File: config.mk
export PLATFORM = sky130hd
export DESIGN_NAME = mem_access_seq
export DESIGN_NICKNAME = d
export VERILOG_FILES = /design/src/rtl/mem_access_seq.sv
export SDC_FILE = /design/constraint.sdc
export NUM_CORES = 1
export LEC_CHECK = 0
export ABC_AREA = 1
export CORE_ASPECT_RATIO = 1.1
export CORE_MARGIN = 2
export CORE_UTILIZATION = 23
export DETAILED_ROUTE_END_ITERATION = 10
export HOLD_SLACK_MARGIN = 0.08
export PLACE_DENSITY_LB_ADDON = 0.3
export SYNTH_ARGS = -nofsm -noshare
export SYNTH_HDL_FRONTEND = slang
export SYNTH_SLANG_ARGS = --single-unit
File: constraint.sdc
create_clock -name clk -period 5.9 [get_ports clk]
set_input_delay 0.885 -clock clk [delete_from_list [all_inputs] [get_ports clk]]
set_output_delay 0.885 -clock clk [all_outputs]
set_load 0.01 [all_outputs]
File: src/rtl/mem_access_seq.sv
// mem_access_seq: LC-3b MEM-stage sequencer turning one memory op into one or two handshaked bus transactions.
// Optional stall-cycle counter is enabled by defining MEM_STALL_CNT_EN.
module mem_access_seq #(
    parameter int WIDTH = 16
) (
    input  logic             clk,
    input  logic             rst,
`ifdef MEM_STALL_CNT_EN
    input  logic             stall_cnt_clr,
    output logic [15:0]      stall_cycles,
`endif
    input  logic             req_valid,
    input  logic [2:0]       req_op,
    input  logic [WIDTH-1:0] req_addr,
    input  logic [WIDTH-1:0] req_wdata,
    input  logic             mem_resp,
    input  logic [WIDTH-1:0] mem_rdata,
    output logic             mem_read,
    output logic             mem_write,
    output logic [WIDTH-1:0] mem_address,
    output logic [WIDTH-1:0] mem_wdata,
    output logic [1:0]       mem_byte_enable,
    output logic [WIDTH-1:0] rdata,
    output logic             done,
    output logic             stall
);
    typedef enum logic [1:0] {IDLE, ACC1, ACC2, DONE} state_t;

    localparam logic [2:0] OP_LDW = 3'd1;
    localparam logic [2:0] OP_LDB = 3'd2;
    localparam logic [2:0] OP_STW = 3'd3;
    localparam logic [2:0] OP_STB = 3'd4;
    localparam logic [2:0] OP_LDI = 3'd5;
    localparam logic [2:0] OP_STI = 3'd6;

    state_t           state_q, state_d;
    logic [2:0]       op_q, op_d;
    logic             addr_lsb_q, addr_lsb_d;
    logic [WIDTH-1:0] wdata_q, wdata_d;
    logic             read_q, read_d;
    logic             write_q, write_d;
    logic [WIDTH-1:0] address_q, address_d;
    logic [WIDTH-1:0] mem_wdata_q, mem_wdata_d;
    logic [1:0]       be_q, be_d;
    logic [WIDTH-1:0] rdata_q, rdata_d;
    logic             done_q, done_d;
    logic             op_ok;
    logic             req_is_read;
    logic [7:0]       byte_sel;
    logic [WIDTH-1:0] byte_ext;

    assign op_ok       = (req_op != 3'd0) && (req_op != 3'd7);
    assign req_is_read = (req_op == OP_LDW) || (req_op == OP_LDB) || (req_op == OP_LDI) || (req_op == OP_STI);
    assign byte_sel    = addr_lsb_q ? mem_rdata[15:8] : mem_rdata[7:0];
    assign byte_ext    = {{(WIDTH-8){byte_sel[7]}}, byte_sel};

    always_comb begin
        state_d     = state_q;
        op_d        = op_q;
        addr_lsb_d  = addr_lsb_q;
        wdata_d     = wdata_q;
        read_d      = read_q;
        write_d     = write_q;
        address_d   = address_q;
        mem_wdata_d = mem_wdata_q;
        be_d        = be_q;
        rdata_d     = rdata_q;
        done_d      = 1'b0;
        case (state_q)
            IDLE: begin
                if (req_valid && op_ok) begin
                    state_d     = ACC1;
                    op_d        = req_op;
                    addr_lsb_d  = req_addr[0];
                    wdata_d     = req_wdata;
                    read_d      = req_is_read;
                    write_d     = !req_is_read;
                    address_d   = {req_addr[WIDTH-1:1], 1'b0};
                    mem_wdata_d = (req_op == OP_STB) ? {req_wdata[7:0], req_wdata[7:0]} : req_wdata;
                    be_d        = (req_op == OP_STB) ? (req_addr[0] ? 2'b10 : 2'b01) : 2'b11;
                end
            end
            ACC1: begin
                if (mem_resp) begin
                    if ((op_q == OP_LDI) || (op_q == OP_STI)) begin
                        // Indirect: the first response is the pointer; the strobe stays up into the second access.
                        state_d     = ACC2;
                        read_d      = (op_q == OP_LDI);
                        write_d     = (op_q == OP_STI);
                        address_d   = {mem_rdata[WIDTH-1:1], 1'b0};
                        mem_wdata_d = wdata_q;
                        be_d        = 2'b11;
                    end else begin
                        state_d = DONE;
                        read_d  = 1'b0;
                        write_d = 1'b0;
                        done_d  = 1'b1;
                        rdata_d = (op_q == OP_LDW) ? mem_rdata : (op_q == OP_LDB) ? byte_ext : rdata_q;
                    end
                end
            end
            ACC2: begin
                if (mem_resp) begin
                    state_d = DONE;
                    read_d  = 1'b0;
                    write_d = 1'b0;
                    done_d  = 1'b1;
                    rdata_d = (op_q == OP_LDI) ? mem_rdata : rdata_q;
                end
            end
            DONE:    state_d = IDLE;
            default: state_d = IDLE;
        endcase
    end

    always_ff @(posedge clk or posedge rst) begin
        if (rst) begin
            state_q     <= IDLE;
            op_q        <= 3'd0;
            addr_lsb_q  <= 1'b0;
            wdata_q     <= '0;
            read_q      <= 1'b0;
            write_q     <= 1'b0;
            address_q   <= '0;
            mem_wdata_q <= '0;
            be_q        <= 2'b00;
            rdata_q     <= '0;
            done_q      <= 1'b0;
        end else begin
            state_q     <= state_d;
            op_q        <= op_d;
            addr_lsb_q  <= addr_lsb_d;
            wdata_q     <= wdata_d;
            read_q      <= read_d;
            write_q     <= write_d;
            address_q   <= address_d;
            mem_wdata_q <= mem_wdata_d;
            be_q        <= be_d;
            rdata_q     <= rdata_d;
            done_q      <= done_d;
        end
    end

    assign mem_read        = read_q;
    assign mem_write       = write_q;
    assign mem_address     = address_q;
    assign mem_wdata       = mem_wdata_q;
    assign mem_byte_enable = be_q;
    assign rdata           = rdata_q;
    assign done            = done_q;
    assign stall           = (state_q != DONE) && ((state_q != IDLE) || (req_valid && op_ok));

`ifdef MEM_STALL_CNT_EN
    logic [15:0] cnt_q, cnt_d;

    always_comb begin
        cnt_d = stall_cnt_clr ? 16'd0 : (stall && (cnt_q != 16'hFFFF)) ? cnt_q + 16'd1 : cnt_q;
    end

    always_ff @(posedge clk or posedge rst) begin
        if (rst) cnt_q <= 16'd0;
        else     cnt_q <= cnt_d;
    end

    assign stall_cycles = cnt_q;
`endif
endmodule

* Word level (Yosys, flattened, before mapping) *
Cells that the tools add are included.

word-level totals
  register bits after elaboration = 75
  input bits = 55
  output and inout port bits = 54

operators by class
  equality and inequality tests = 21
  muxes and demuxes = 41
  reductions and logical operators = 20

operator list
  operator            number
  $mux 16             13
  $pmux 16 s2         3
  $mux 2              8
  $eq 3x3->1 const B  5
  $ne 2x2->1 const B  7
  $mux 1              11
  $mux 8              1
  $pmux 2 s4          1
  $reduce_and 4->1    2
  $eq 3x1->1 const B  2
  $eq 3x2->1 const B  2
  $ne 3x3->1 const B  2
  $pmux 1 s3          2
  $reduce_and 6->1    1
  $reduce_bool 2->1   3
  $reduce_bool 3->1   2
  $logic_or 1x1->1    5
  $eq 2x2->1 const B  2
  $pmux 2 s2          1
  $logic_and 1x1->1   3
  $reduce_and 3->1    1
  $eq 2x1->1 const B  1
  $logic_not 2->1     1
  $pmux 1 s2          1
  other kinds (2)     2

* Longest topological paths before layout *
  word-level depth = 7
  gate-level depth with buffers = 11
  gate-level depth less buffers = 9

* Worst setup path before layout *
No wires, ideal clock.

  path type = input-to-output
  start = input port req_op[0]
  end = output port stall
  arrival = 1.568 ns
  slack = 3.447 ns
  stages = 5
  path buffers = 0
  cell sequence = inv_1 > ha_1 > nand2_1 > nand3_1 > a21oi_1

between the ends
  word-level cells in the longest chain between the ends = 5
  elaborated cells between the ends (all ways) = 6
  classes of those cells = eq/ne (1); reduce/logical (5)

ends and longest elaborated chain
  element                                          RTL line  source
  start: declaration                               13        input logic [2:0] req_op,
  $ne 3x3->1 or $reduce_bool 3->1 (tied branches)  52        assign op_ok = (req_op != 3'd0) && (req_op != 3'd7);
  $logic_and 1x1->1 *                              52
  $logic_and 1x1->1 *                              151       assign stall = (state_q != DONE) && ((state_q != IDLE) || (req_valid && op_ok));
  $logic_or 1x1->1 *                               151
  $logic_and 1x1->1 *                              151
  end: declaration                                 25        output logic stall

Every way passes the cells marked *; elsewhere a longest branch is shown, timed or not.

* Worst setup path in the final report *
Ends and elaborated chain as after synthesis.

==> flow_summary.ini <==
[run_status]
status = finished, final reports clean

[yosys]
syn_avg_cell_area_um2 = 7.13
ys_dominant_reg_cell = dfrtp_1
yosys-top-cells-area = dfrtp_1 46%, nand2_1 29%, nand3_1 6.1%
synth_top_cell_by_area = dfrtp_1
syn_area_um2 = 4040
syn-num-nets = 628
synth_compound_area_share_pct = 5.67
synth_warnings = 0
synth_cells = 566
synthAdderAreaFrac_pct = 2.17
synth_edf_count = 0
synth.area.mux_share_pct = 0
synth-xor-area-share_pct = 0
synth.distinct_cells = 26
ys_seq_area_share_pct = 45.9
synth_top_family_by_area = simple AND/OR/NAND/NOR gates
ys_ff_latch = 74
yosys.area_share.simple_pct = 39.3
synth_top_area_share_pct = 45.9
asyncSetResetFlopFracSynth_pct = 100

[cts]
clk_pin_slew_ps = 60
cts_buffers = 9
htree_levels = 3
post_cts_buffers = 0
clk_latency_ps = 350
post_cts_resized = 0
ctsHoldBuffers = 0
cts_sinks = 74
cts_tree = done
ctsRootBufferMaster = clkbuf_16
clockBufferDepth = 2

[critical_path]
worst-r2r-cell-count = 7
path_cells = clkdlybuf4s50_1 > inv_1 > ha_1 > nand2_1 > nand3_1 > a21oi_1 > clkdlybuf4s50_1
r2r_start = state_q[1]
reg2reg_to = mem_address[15]
worst-path-max-fanout = 3
critPathKind = in -> out
cp_data_required_time_ps = 5020
crit_path_frequent_cell = clkdlybuf4s50_1
rrSetupSlack_ps = 3040
setup.worst_path.start_class = input port
slowest_delay_ps = 550
end_kind = primary output
slowest_stage = clkdlybuf4s50_1
arrival_ps = 2580

[grt]
grt_usage_pct = 14.3
grt_pass1_vias = 3749
grt_max_degree = 42
antenna_found_initial = 0
grt_pass1_wl_um = 20200
grt_overflow = 0

[layout]
nets = 721
num_antenna_cells = 0
stdcell_area_um2 = 5570
drive_above_1_share_pct = 5.57
layout.cells.non_filler = 898
area_growth_pct = 38.0

[place]
dp_hpwl_um = 8680
place_inst = 882
place.gp.congestion = 0.811
io_buffer_count = 107
place_area_um2 = 5270

[die]
die_area_um2 = 18600
fp-row-count = 50
ios = 109
die_height_um = 143
die_width_um = 130
start_util_pct = 23.6
design.core.area_um2 = 17100

[sta]
grt_setup_unrepaired = false
setup_viol = 0
slew_violations = 0
fin_skew_ps = 6.75
whs_ps = 475
max_slew_margin_pct = 28.1
final_hold_viol_count = 0
worstMarginPinSlew_ps = 1080
fin_crit_sh_pct = 58.7
fmax_ghz = 0.289
setup_tns_ps = 0
fin_crit_ps = 3460

[min_path]
hold_class = reg -> reg
worstHoldStart = mem_address[14]
whs_path_depth = 2
whs_endpoint = mem_address[14]

[routing]
via_per_inst = 4.27
vias = 3836
ant_nets = 0
drc_errors = 0
wirelength_um = 12800
avgRoutedWirePerCell_um = 14.3
drt_iter0_markers = 166
dr.pass1.iters = 4

[power]
p_leak_nw = 2.81
cellPowerDensity_nw_per_um2 = 547
peakVddDrop_uv = 200

[flow_run]
cap_violations = 0
report_power, final:
part           internal [W]  switching (W)  total [W]
logic              0.000633       0.000935    0.00157
clock network      0.000331       0.000244   0.000574
registers          0.000746       0.000155   0.000901
total               0.00171        0.00133    0.00304
layout by cell type (no fill, tap or decap), types with 2 or more instances in the layout:
cell type,netlist,routed
a21oi_1,2,2
nand2_2,2,2
clkbuf_16,0,9
inv_2,5,6
buf_4,7,3
inv_6,0,2
nand2_1,317,317
clkinvlp_4,0,2
ha_1,7,7
o21ai_0,32,32
nand4_1,8,8
nand3_2,3,3
dfrtp_1,74,74
nand3_1,49,49
clkdlybuf4s50_1,0,107
nand3_4,2,2
inv_1,27,26
worst max-delay path by stage:
stage | endpoint | startpoint | cells after the start
floorplan | addr_lsb_q | rst | 1
global placement | stall | req_op[0] | 7
detailed placement | stall | req_op[0] | 7
CTS | stall | req_op[0] | 7
global route | stall | req_op[0] | 7
finish | stall | req_op[0] | 7
final cells by class:
class / instances / area, um2
sequential: 74 / 1850
tap: 234 / 293
clock inverter: 7 / 76.3
inverter: 33 / 124
multi-input combinational: 431 / 1900
clock buffer: 9 / 225
fill: 1837 / 11500
timing repair buffer: 110 / 1090
routing by layer:
metal  up-vias  wire (um)  GRT usage (%)
li1       1956          -              -
met1      1777       5620           17.4
met3        13        602           3.07
met2        90       6450           24.9
met4         0        140           4.70
met5         -          0              0
worst max-delay path, delay by kind of cell:
family,cells,cell delay [ps]
AOI/OAI and AO/OA,1,170
buffers and inverters,3,1090
adders and majority gates,1,200
and+or+nand+nor,2,230
synthesized netlist by cell type, drive strengths merged, types with 3 or more instances:
cell type and count:
clkbuf 7, o21ai 33, nand2 319, nand3 54
a21oi 3, dfrtp 74, nor2 3, inv 32
buf 21, nand4 8, ha 7
stage by stage:
stage / power (W) / setup slack (ps) / utilization (%)
after floorplan: 0.00189 / 3130 / -
after global placement: 0.00250 / 2450 / 30.8
after detailed placement: 0.00250 / 2440 / 30.8
after CTS: 0.00310 / 2420 / 32.6
after global routing: 0.00332 / 2330 / 32.6
final: 0.00304 / 2440 / 32.6
state kept, by name, summed over array words and instances (netlist names):
register and cells:
addr_lsb_q 1, done 1, mem_address 15, mem_byte_enable 2, mem_read 1, mem_wdata 16, mem_write 1, op_q 3
rdata 16, state_q 2, wdata_q 16
kinds of logic (layout without fill, tap and decap cells):
| logic type | count (synthesis) | after routing |
|---|---|---|
| DFF | 74 | 74 |
| other | 1 | 1 |
| and+or+nand+nor | 384 | 384 |
| buffers and inverters | 61 | 159 |
| adders and majority gates | 7 | 7 |
| AOI/OAI and AO/OA | 39 | 39 |
No activity file was read; power rests on OpenSTA's default activity.
